<file path="src/rtl/sdr_wb_arbiter_if.sv">
// rtl/sdr_wb_arbiter_if.sv - Wishbone signal bundle between two masters, the arbiter and the SDRAM slave port
interface sdr_wb_arbiter_if #(
  parameter int AW = 26,
  parameter int DW = 32
);
  logic            m0_cyc_i, m0_stb_i, m0_we_i;
  logic [DW/8-1:0] m0_sel_i;
  logic [AW-1:0]   m0_adr_i;
  logic [DW-1:0]   m0_dat_i;
  logic [DW-1:0]   m0_dat_o;
  logic            m0_ack_o, m0_err_o;

  logic            m1_cyc_i, m1_stb_i, m1_we_i;
  logic [DW/8-1:0] m1_sel_i;
  logic [AW-1:0]   m1_adr_i;
  logic [DW-1:0]   m1_dat_i;
  logic [DW-1:0]   m1_dat_o;
  logic            m1_ack_o, m1_err_o;

  logic            s_cyc_o, s_stb_o, s_we_o;
  logic [DW/8-1:0] s_sel_o;
  logic [AW-1:0]   s_adr_o;
  logic [DW-1:0]   s_dat_o;
  logic [DW-1:0]   s_dat_i;
  logic            s_ack_i;

  // Environment view: the two masters plus the SDRAM controller.
  modport master (
    output m0_cyc_i, m0_stb_i, m0_we_i, m0_sel_i, m0_adr_i, m0_dat_i,
    input  m0_dat_o, m0_ack_o, m0_err_o,
    output m1_cyc_i, m1_stb_i, m1_we_i, m1_sel_i, m1_adr_i, m1_dat_i,
    input  m1_dat_o, m1_ack_o, m1_err_o,
    input  s_cyc_o, s_stb_o, s_we_o, s_sel_o, s_adr_o, s_dat_o,
    output s_dat_i, s_ack_i
  );

  // Arbiter view.
  modport slave (
    input  m0_cyc_i, m0_stb_i, m0_we_i, m0_sel_i, m0_adr_i, m0_dat_i,
    output m0_dat_o, m0_ack_o, m0_err_o,
    input  m1_cyc_i, m1_stb_i, m1_we_i, m1_sel_i, m1_adr_i, m1_dat_i,
    output m1_dat_o, m1_ack_o, m1_err_o,
    output s_cyc_o, s_stb_o, s_we_o, s_sel_o, s_adr_o, s_dat_o,
    input  s_dat_i, s_ack_i
  );
endinterface

</file>
<file path="src/rtl/sdr_wb_arbiter.sv">
// rtl/sdr_wb_arbiter.sv - two-master round-robin Wishbone arbiter with stall watchdog for the SDRAM slave port
module sdr_wb_arbiter #(
  parameter int AW      = 26,
  parameter int DW      = 32,
  parameter int TIMEOUT = 1024
) (
  input logic             wb_clk_i,
  input logic             wb_rst_i,
  sdr_wb_arbiter_if.slave bus
);
  typedef enum logic [1:0] {IDLE, GNT0, GNT1, ERR} state_t;

  localparam logic [15:0] WDOG_MAX = 16'(TIMEOUT - 1);

  state_t      state;
  logic        last_grant;
  logic        err_owner;
  logic [15:0] wdog;

  logic gnt0, gnt1, stb_fwd, stall, timeout;

  always_comb begin
    gnt0    = (state == GNT0);
    gnt1    = (state == GNT1);
    stb_fwd = (gnt0 & bus.m0_stb_i) | (gnt1 & bus.m1_stb_i);
    stall   = stb_fwd & ~bus.s_ack_i;
    // Terminations are suppressed while reset is asserted so an aborted transfer never completes.
    timeout = stall & (wdog == WDOG_MAX) & ~wb_rst_i;
  end

  assign bus.s_cyc_o  = gnt0 | gnt1;
  assign bus.s_stb_o  = stb_fwd;
  assign bus.s_we_o   = gnt0 ? bus.m0_we_i  : (gnt1 ? bus.m1_we_i  : 1'b0);
  assign bus.s_sel_o  = gnt0 ? bus.m0_sel_i : (gnt1 ? bus.m1_sel_i : '0);
  assign bus.s_adr_o  = gnt0 ? bus.m0_adr_i : (gnt1 ? bus.m1_adr_i : '0);
  assign bus.s_dat_o  = gnt0 ? bus.m0_dat_i : (gnt1 ? bus.m1_dat_i : '0);

  assign bus.m0_ack_o = gnt0 & bus.m0_stb_i & bus.s_ack_i & ~wb_rst_i;
  assign bus.m1_ack_o = gnt1 & bus.m1_stb_i & bus.s_ack_i & ~wb_rst_i;
  assign bus.m0_err_o = gnt0 & timeout;
  assign bus.m1_err_o = gnt1 & timeout;
  assign bus.m0_dat_o = gnt0 ? bus.s_dat_i : '0;
  assign bus.m1_dat_o = gnt1 ? bus.s_dat_i : '0;

  always_ff @(posedge wb_clk_i) begin
    if (wb_rst_i) begin
      state      <= IDLE;
      last_grant <= 1'b1;
      err_owner  <= 1'b0;
      wdog       <= '0;
    end else begin
      case (state)
        IDLE: begin
          wdog <= '0;
          if (bus.m0_cyc_i && (!bus.m1_cyc_i || last_grant)) begin
            state      <= GNT0;
            last_grant <= 1'b0;
          end else if (bus.m1_cyc_i) begin
            state      <= GNT1;
            last_grant <= 1'b1;
          end
        end
        GNT0, GNT1: begin
          if (timeout) begin
            state     <= ERR;
            err_owner <= gnt1;
            wdog      <= '0;
          end else if ((gnt0 && !bus.m0_cyc_i) || (gnt1 && !bus.m1_cyc_i)) begin
            state <= IDLE;
            wdog  <= '0;
          end else begin
            wdog <= stall ? wdog + 16'd1 : '0;
          end
        end
        ERR: begin
          wdog <= '0;
          // Owner must drop CYC to acknowledge the error before the bus is re-arbitrated.
          if ((err_owner ? bus.m1_cyc_i : bus.m0_cyc_i) == 1'b0)
            state <= IDLE;
        end
        default: state <= IDLE;
      endcase
    end
  end
endmodule

</file>
<file path="src/flat_wrapper.sv">
// flat-port wrapper written by rule: the top's interface ports become plain ports
module sdr_wb_arbiter_flat 
#(
  parameter int AW      = 26,
  parameter int DW      = 32,
  parameter int TIMEOUT = 1024
)
  (wb_clk_i, wb_rst_i, bus_m0_cyc_i, bus_m0_stb_i, bus_m0_we_i, bus_m0_sel_i, bus_m0_adr_i, bus_m0_dat_i, bus_m0_dat_o, bus_m0_ack_o, bus_m0_err_o, bus_m1_cyc_i, bus_m1_stb_i, bus_m1_we_i, bus_m1_sel_i, bus_m1_adr_i, bus_m1_dat_i, bus_m1_dat_o, bus_m1_ack_o, bus_m1_err_o, bus_s_cyc_o, bus_s_stb_o, bus_s_we_o, bus_s_sel_o, bus_s_adr_o, bus_s_dat_o, bus_s_dat_i, bus_s_ack_i);
  sdr_wb_arbiter_if #(.AW(AW), .DW(DW)) bus_i ();
  input logic wb_clk_i;
  input logic wb_rst_i;
  input wire logic [$bits(bus_i.m0_cyc_i)-1:0] bus_m0_cyc_i;
  input wire logic [$bits(bus_i.m0_stb_i)-1:0] bus_m0_stb_i;
  input wire logic [$bits(bus_i.m0_we_i)-1:0] bus_m0_we_i;
  input wire logic [$bits(bus_i.m0_sel_i)-1:0] bus_m0_sel_i;
  input wire logic [$bits(bus_i.m0_adr_i)-1:0] bus_m0_adr_i;
  input wire logic [$bits(bus_i.m0_dat_i)-1:0] bus_m0_dat_i;
  output wire logic [$bits(bus_i.m0_dat_o)-1:0] bus_m0_dat_o;
  output wire logic [$bits(bus_i.m0_ack_o)-1:0] bus_m0_ack_o;
  output wire logic [$bits(bus_i.m0_err_o)-1:0] bus_m0_err_o;
  input wire logic [$bits(bus_i.m1_cyc_i)-1:0] bus_m1_cyc_i;
  input wire logic [$bits(bus_i.m1_stb_i)-1:0] bus_m1_stb_i;
  input wire logic [$bits(bus_i.m1_we_i)-1:0] bus_m1_we_i;
  input wire logic [$bits(bus_i.m1_sel_i)-1:0] bus_m1_sel_i;
  input wire logic [$bits(bus_i.m1_adr_i)-1:0] bus_m1_adr_i;
  input wire logic [$bits(bus_i.m1_dat_i)-1:0] bus_m1_dat_i;
  output wire logic [$bits(bus_i.m1_dat_o)-1:0] bus_m1_dat_o;
  output wire logic [$bits(bus_i.m1_ack_o)-1:0] bus_m1_ack_o;
  output wire logic [$bits(bus_i.m1_err_o)-1:0] bus_m1_err_o;
  output wire logic [$bits(bus_i.s_cyc_o)-1:0] bus_s_cyc_o;
  output wire logic [$bits(bus_i.s_stb_o)-1:0] bus_s_stb_o;
  output wire logic [$bits(bus_i.s_we_o)-1:0] bus_s_we_o;
  output wire logic [$bits(bus_i.s_sel_o)-1:0] bus_s_sel_o;
  output wire logic [$bits(bus_i.s_adr_o)-1:0] bus_s_adr_o;
  output wire logic [$bits(bus_i.s_dat_o)-1:0] bus_s_dat_o;
  input wire logic [$bits(bus_i.s_dat_i)-1:0] bus_s_dat_i;
  input wire logic [$bits(bus_i.s_ack_i)-1:0] bus_s_ack_i;
  assign bus_i.m0_cyc_i = bus_m0_cyc_i;
  assign bus_i.m0_stb_i = bus_m0_stb_i;
  assign bus_i.m0_we_i = bus_m0_we_i;
  assign bus_i.m0_sel_i = bus_m0_sel_i;
  assign bus_i.m0_adr_i = bus_m0_adr_i;
  assign bus_i.m0_dat_i = bus_m0_dat_i;
  assign bus_m0_dat_o = bus_i.m0_dat_o;
  assign bus_m0_ack_o = bus_i.m0_ack_o;
  assign bus_m0_err_o = bus_i.m0_err_o;
  assign bus_i.m1_cyc_i = bus_m1_cyc_i;
  assign bus_i.m1_stb_i = bus_m1_stb_i;
  assign bus_i.m1_we_i = bus_m1_we_i;
  assign bus_i.m1_sel_i = bus_m1_sel_i;
  assign bus_i.m1_adr_i = bus_m1_adr_i;
  assign bus_i.m1_dat_i = bus_m1_dat_i;
  assign bus_m1_dat_o = bus_i.m1_dat_o;
  assign bus_m1_ack_o = bus_i.m1_ack_o;
  assign bus_m1_err_o = bus_i.m1_err_o;
  assign bus_s_cyc_o = bus_i.s_cyc_o;
  assign bus_s_stb_o = bus_i.s_stb_o;
  assign bus_s_we_o = bus_i.s_we_o;
  assign bus_s_sel_o = bus_i.s_sel_o;
  assign bus_s_adr_o = bus_i.s_adr_o;
  assign bus_s_dat_o = bus_i.s_dat_o;
  assign bus_i.s_dat_i = bus_s_dat_i;
  assign bus_i.s_ack_i = bus_s_ack_i;
  sdr_wb_arbiter #(.AW(AW), .DW(DW), .TIMEOUT(TIMEOUT)) u_core (.wb_clk_i(wb_clk_i), .wb_rst_i(wb_rst_i), .bus(bus_i));
endmodule
</file>
<file path="config.mk">
export PLATFORM = sky130hd
export DESIGN_NAME = sdr_wb_arbiter_flat
export DESIGN_NICKNAME = d
export VERILOG_FILES = /design/src/rtl/sdr_wb_arbiter_if.sv /design/src/rtl/sdr_wb_arbiter.sv /design/src/flat_wrapper.sv
export SDC_FILE = /design/constraint.sdc
export NUM_CORES = 1
export LEC_CHECK = 0
export CORE_AREA = 8 8 110 112
export DETAILED_ROUTE_END_ITERATION = 7
export DIE_AREA = 0 0 118 120
export HOLD_SLACK_MARGIN = 0.1
export PLACE_DENSITY_LB_ADDON = 0.08
export SYNTH_ARGS = -nofsm -noshare
export SYNTH_HDL_FRONTEND = slang
export SYNTH_SLANG_ARGS = --single-unit
</file>
<file path="constraint.sdc">
create_clock -name wb_clk_i -period 5.7 [get_ports wb_clk_i]
set_clock_uncertainty 0.2 [all_clocks]
set_input_delay 1.14 -clock wb_clk_i [delete_from_list [all_inputs] [get_ports wb_clk_i]]
set_output_delay 1.14 -clock wb_clk_i [all_outputs]
set_load 0.02 [all_outputs]
</file>
* Word level (Yosys, flattened, before mapping)
Cells that the tools add are included.
** Operators by class
- Reductions and logical operators :: 14
- Mux-type cells :: 23
- Bitwise logic cells :: 15
- Equal/unequal tests :: 7
- $add $sub $neg :: 1
** Operators by type and width (count)
- $mux 32 :: 4
- $mux 26 :: 2
- $mux 16 :: 3
- $pmux 16 s2 :: 1
- $add 16x1->16 const B :: 1
- $eq 16x10->1 const B :: 1
- $and 1x1->1 :: 11
- $mux 2 :: 5
- $mux 4 :: 2
- $pmux 2 s3 :: 1
- $mux 1 :: 5
- $eq 2x2->1 const B :: 2
- $reduce_and 2->1 :: 2
- $reduce_or 2->1 :: 2
- $logic_and 1x1->1 :: 3
- $ne 3x1->1 const B :: 1
- $ne 3x2->1 const B :: 1
- $reduce_and 3->1 :: 1
- $eq 2x1->1 const B :: 1
- $logic_not 1->1 :: 2
- $logic_not 2->1 :: 1
- $logic_or 1x1->1 :: 2
- $ne 2x2->1 const B :: 1
- $not 1->1 :: 2
- other kinds (2) :: 3
** Word-level totals
- Word-level logic and storage cells :: 64
- Bits of input ports :: 165
- Register bits after elaboration :: 20
- Output and inout port bits :: 133

* Logic depth before layout (Yosys ltp)
Gate-level depths: netlist (run 1).
- Depth in word-level cells :: 8
- Mapped depth :: 9
- Gate-level depth less buffers :: 6

* Least setup slack after synthesis (run 1)
No wires, ideal clock.
- Path kind :: input port to output port
- From :: in bus_s_ack_i
- To :: out bus_m0_err_o
- Buffers on the path :: 0
- Arrival time :: 1.881 ns
- Slack :: 2.479 ns
- Data required time :: 4.360 ns
- Stages :: 3
- Cell sequence :: or2_1 -> nor2_1 -> and3_1
** Between the ends
- Cells in the longest elaborated chain, start to end :: 5
** RTL lines
- from (decl) :: RTL line flat_wrapper.sv:37 : input wire logic [$bits(bus_i.s_ack_i)-1:0] bus_s_ack_i;
- $not 1->1 :: RTL line sdr_wb_arbiter.sv:26 : stall = stb_fwd & ~bus.s_ack_i;
- $and 1x1->1 :: RTL line sdr_wb_arbiter.sv:26
- $and 1x1->1 (2 in series) :: RTL line sdr_wb_arbiter.sv:28 : timeout = stall & (wdog == WDOG_MAX) & ~wb_rst_i;
- $and 1x1->1 :: RTL line sdr_wb_arbiter.sv:40 : assign bus.m0_err_o = gnt0 & timeout;
- to (decl) :: RTL line flat_wrapper.sv:20 : output wire logic [$bits(bus_i.m0_err_o)-1:0] bus_m0_err_o;
No other way between the ends.

* Final worst setup path (run 1)
- From :: reg u_core.state[0]
- To :: out bus_s_dat_o[31]
** Between the ends
- Cells in the longest elaborated chain, start to end :: 3
- Elaborated cells on any way between the ends :: 4
- Those cells by class :: 2 x eq/ne; 2 x mux
** RTL lines
- from (decl) :: RTL line sdr_wb_arbiter.sv:15 : state_t state;
- from (signal assigned) :: RTL line sdr_wb_arbiter.sv:47 : state <= IDLE;
- from (signal assigned) :: RTL line sdr_wb_arbiter.sv:56 : state <= GNT0;
- from (signal assigned) :: RTL line sdr_wb_arbiter.sv:59 : state <= GNT1;
- $eq 2x2->1 :: RTL line sdr_wb_arbiter.sv:24 : gnt1 = (state == GNT1);
- net u_core.gnt1 :: RTL line sdr_wb_arbiter.sv:20 : logic gnt0, gnt1, stb_fwd, stall, timeout;
- $mux 32 (2 in series) :: RTL line sdr_wb_arbiter.sv:36 : assign bus.s_dat_o = gnt0 ? bus.m0_dat_i : (gnt1 ? bus.m1_dat_i : '0);
- to (decl) :: RTL line flat_wrapper.sv:35 : output wire logic [$bits(bus_i.s_dat_o)-1:0] bus_s_dat_o;
The timed path passes the listed nets, and every way through them passes these cells.

==> results.cfg, run 1 <==
[status]
status = complete, no violations

[grt]
grtUsageTotal_pct = 22.5
grt_pass1_vias = 3193
antenna_found_initial = 1
grt-ovfl-total = 0
grt_max_degree = 67
grt_pass1_wl_mm = 23.6

[critical_path]
cp-start-kind = flop
crit_required_ns = 4.36
crit_type = reg -> out
cp_slowest_cell = nor2b_4
end_kind = output pin
startpoint = u_core.state[0]
crit_arrival_ns = 3.18
crit_top_cell = buf_4
max_stage_delay_ns = 0.70
crit_path_cell_trace = inv_1, ha_1, buf_4, nor2b_4, buf_4, a22o_1, clkdlybuf4s50_1
r2r_start = u_core.state[1]
path_max_fanout = 38

[detailed_routing]
avgViaCountPerCell = 4.61
routed_wl_mm = 17.1
drc = 0
postRouteAntennaNets = 0
first_iter_violations = 227
vias = 3192
drt_pre_antenna_iters = 4
wl_per_cell_um = 24.7

[yosys]
yosysWarnings = 0
syn-num-nets = 443
synth_top_cell_by_area = a22o_1
synthDistinctLibCells = 43
synth_area_leaders = a22o_1 (26%), and2_1 (19%), dfxtp_1 (19%)
synth_top_area_share_pct = 26.0
synth_seq_area_share_pct = 18.6
synthTopCellsByCount = a22o_1 (64), and2_1 (64), clkbuf_1 (21)
synth-async-reset-ratio_pct = 0
synth-edff-count = 0
avgSynthCellArea_sq_um = 7.91
synth_top_flop_cell = dfxtp_1
synth_cells = 273
synth_seq_cells = 20
synthesis.area_sq_um = 2160

[finish]
antennaDiodeCount = 0
multi_input_area_sq_um = 1640
drive_gt1_share_pct = 3.08
nets = 723
n_fill_cell = 1000
stdcell_count = 692
syn_to_final_growth_pct = 146
seqCellArea_sq_um = 400

[place]
portBuffers = 297
dpl.hpwl_mm = 14.7
place_inst = 688
place_congestion = 0.903

[clock_network]
tritoncts = built
ctsResizeCount = 0
clk_pin_slew_worst_paths_ns = 0.08
ctsHoldBuffers = 0
cts-htree-levels = 1
cts_sinks = 20
cts.path.max_buffers = 2
post_cts_buffers = 0
insertion_delay_ns = 0.26
cts_inserted_buffers = 3
cts_root_buf = clkbuf_8

[floorplanning]
die_w_um = 118
ios = 298
core_area_sq_um = 10500
die_area_sq_um = 14200
die_h_um = 120
fp-row-count = 38
start_util_pct = 20.5

[timing]
setup_tns_ns = 0
finalHoldViolCount = 0
max_clock_freq_ghz = 0.221
setup_violations = 0
max_slew_margin_pct = 50.1
rsz0062_at_grt = no
fin_crit_sh_pct = 79.3
fin_crit_ns = 4.52
drv_slew = 0
tightest_slew_ns = 0.747

[hold_path]
hold_class = reg -> reg
hp-start = u_core.wdog[0]

[flow_run]
cap_violations = 0

[power_and_ir_drop]
power.density_nw_per_um2 = 400
max-vdd-ir-drop_v = 0.000207
cellLeakagePower_nw = 1.94
[flip-flops by register name, summed over array words and instances (netlist names)]
signal,count
u_core.wdog,16
u_core.err_owner,1
u_core.state,2
u_core.last_grant,1
[routing by layer]
metal / GRT usage (%) / part of all wire (%) / up-vias
met3: 12.1 / 13 / 10
met1: 27.5 / 42 / 1461
met2: 35.6 / 45 / 163
met4: 1.84 / 0.50 / 2
met5: 0 / 0.076 / -
li1: - / - / 1556
[metrics by stage]
stage / util, % / instance area, sq um / total power [mW] / setup slack [ns] / hold WS (ns)
after floorplan: - / 2160 / 1.04 / 2.48 / 0.213
after global placement: 49.8 / 5240 / 1.97 / 1.39 / 0.224
after detailed placement: 49.8 / 5240 / 1.97 / 1.31 / 0.236
after CTS: 50.5 / 5310 / 2.13 / 1.19 / 0.253
after global routing: 50.5 / 5310 / 2.22 / 1.02 / 0.264
final: 50.5 / 5310 / 2.12 / 1.18 / 0.246
[worst max-delay path, delay by kind of cell (launching register included)]
kind / cells / cell delay [ns]
AO/OA/AOI/OAI: 1 / 0.21
flip-flops: 1 / 0.33
adder cells (fa/ha/maj): 1 / 0.15
AND/OR/NAND/NOR: 1 / 0.70
buffers and inverters: 4 / 1.51
[cells in the final DEF, fill, tap and decap left out, types with 2 or more instances in the layout]
cell / count
nor3_1: 2
dfxtp_1: 20
and3_1: 5
nand2_1: 4
ha_1: 4
clkdlybuf4s50_1: 297
buf_4: 3
xnor2_1: 6
a221oi_1: 3
inv_1: 7
a22o_1: 64
or3_1: 4
nand4_1: 2
nand3_1: 6
nor2_1: 16
and2_1: 64
clkbuf_8: 3
o21ai_0: 4
a22oi_1: 2
a21oi_1: 4
nand2b_1: 3
xor2_1: 4
and4b_1: 2
[logic make-up (layout without fill, tap and decap cells)]
family / after synthesis / in the layout / share of synthesized area [%]
adder cells (fa/ha/maj): 5 / 5 / 2.90
XOR/XNOR: 10 / 10 / 4.06
flip-flops: 20 / 20 / 18.6
AO/OA/AOI/OAI: 84 / 84 / 32.5
buffers and inverters: 32 / 311 / 5.91
AND/OR/NAND/NOR: 121 / 121 / 35.6
multiplexers: 1 / 1 / 0.522
[layout make-up]
| class | instances | share of cell area [%] |
|---|---|---|
| Tap cell | 140 | 3.30 |
| Multi-Input combinational cell | 221 | 30.9 |
| Sequential cell | 20 | 7.54 |
| Clock buffer | 3 | 0.778 |
| Timing Repair Buffer | 300 | 56.4 |
| Clock inverter | 1 | 0.566 |
| Inverter | 7 | 0.495 |
[worst paths after layout]
kind                     end  slack [ns]  cells after the start
max          bus_s_dat_o[31]        1.18                      7
min           u_core.wdog[0]        0.25                      1
max reg2reg   u_core.wdog[2]        2.77                      7
min reg2reg   u_core.wdog[0]        0.25                      1
[power breakdown]
group	total [mW]	internal (mW)	switching [mW]
sequential	0.155	0.149	0.00623
combinational	1.83	0.837	0.990
clock	0.141	0.0937	0.0474
(Power assumes the default switching activity.)
==> run 2, diff against run 1 <==
Settings changed: CORE_AREA 8 8 110 112 to 8 8 108 110, DIE_AREA 0 0 118 120 to 0 0 116 118.
Clock period 5.7 ns to 4.7 ns, I/O delays scaled along.
==> results.cfg, run 2 (same netlist as run 1, synthesis figures left out) <==
[status]
status = complete, no violations

[finish]
top_register = u_core.wdog
drive_gt1_share_pct = 3.25
largest_reg_flops = 16
n_fill_cell = 963
syn_to_final_growth_pct = 145
layout.cells.most_common_list = clkdlybuf4s50_1 (297), a22o_1 (64), and2_1 (64)
largestRegisters = u_core.wdog x16, u_core.state x2
nets = 725
final_common_cell = clkdlybuf4s50_1
fin_util_pct = 52.9

[timing]
rsz0062_at_grt = no
max_clock_freq_ghz = 0.244
finalHoldViolCount = 0
setup_violations = 0
fin_crit_ns = 4.10
setup_tns_ns = 0
max_slew_margin_pct = 56.2
tightest_slew_ns = 0.657
drv_slew = 0
fin_crit_sh_pct = 87.2

[power_and_ir_drop]
power.density_nw_per_um2 = 478
finalPower_mw = 2.53
max-vdd-ir-drop_v = 0.000261
cellLeakagePower_nw = 1.94

[place]
portBuffers = 297
place_congestion = 0.919
dpl.hpwl_mm = 14.8

[floorplanning]
die_h_um = 118
fp-row-count = 37
start_util_pct = 21.6
die_w_um = 116
ios = 298
die_area_sq_um = 13700
core_area_sq_um = 10000

[grt]
grtUsageTotal_pct = 23.6
grt_pass1_wl_mm = 23.5
antenna_found_initial = 2
grt_pass1_vias = 3161
grt_max_degree = 61
grt-ovfl-total = 0

[detailed_routing]
drc = 0
avgViaCountPerCell = 4.67
first_iter_violations = 268
routed_wl_mm = 17.2
drt_pre_antenna_iters = 5
wl_per_cell_um = 24.8
vias = 3225
postRouteAntennaNets = 0

[clock_network]
cts_sinks = 20
tritoncts = built
ctsResizeCount = 0
clk_pin_slew_worst_paths_ns = 0.07
cts-htree-levels = 1
ctsHoldBuffers = 0
post_cts_buffers = 0
cts.path.max_buffers = 2
insertion_delay_ns = 0.25
cts_inserted_buffers = 3
cts_root_buf = clkbuf_8

[critical_path]
crit_type = reg -> out
path_max_fanout = 60
crit_arrival_ns = 2.96
end_kind = output pin
cp-start-kind = flop
crit_required_ns = 3.56

[hold_path]
hold_class = reg -> reg

[flow_run]
cap_violations = 0
-- run 2: cell type report --
cell class	count	area [sq um]	share of cell area (%)
Timing Repair Buffer	302	3010	56.9
Multi-Input combinational cell	221	1640	31.0
Inverter	7	26.3	0.496
Tap cell	136	170	3.21
Clock buffer	3	41.3	0.780
Antenna cell	2	5.00	0.0945
Sequential cell	20	400	7.56
-- run 2: layer usage --
| layer | wire (um) | GRT usage [%] | share of wire (%) |
|---|---|---|---|
| met5 | 27 | 0 | 0.16 |
| met4 | 114 | 1.78 | 0.66 |
| met3 | 2420 | 12.2 | 14 |
| met2 | 7480 | 35.9 | 44 |
| met1 | 7120 | 29.9 | 41 |
-- run 2: final timing paths --
check                                      from  slack (ns)  cells after the start              end
worst min register to register   u_core.wdog[0]        0.24                      1   u_core.wdog[0]
worst max-delay path            u_core.state[1]        0.60                      5  bus_s_dat_o[16]
worst min-delay path             u_core.wdog[0]        0.24                      1   u_core.wdog[0]
worst max register to register  u_core.state[1]        1.89                      6  u_core.wdog[12]
-- run 2: critical path, stage by stage, from the launching register on --
cell and delay [ns]:
dfxtp_1 0.33, inv_1 0.10, ha_2 0.62, buf_4 0.63, a22o_1 0.32, clkdlybuf4s50_1 0.69
-- run 2: metrics by stage --
step / hold slack (ns) / setup slack [ns] / area [sq um] / instances
5_1_grt: 0.271 / 0.439 / 5290 / 689
4_1_cts: 0.250 / 0.622 / 5290 / 689
3_3_place_gp: 0.225 / 0.649 / 5250 / 686
3_5_place_dp: 0.240 / 0.680 / 5250 / 686
2_1_floorplan: 0.213 / 1.83 / 2160 / 273
6_report: 0.242 / 0.599 / 5290 / 691
-- run 2: power by group --
part / total [mW] / internal (mW) / switching (mW)
clock network: 0.108 / 0.0569 / 0.0508
registers: 0.188 / 0.180 / 0.00720
logic: 2.23 / 1.03 / 1.21
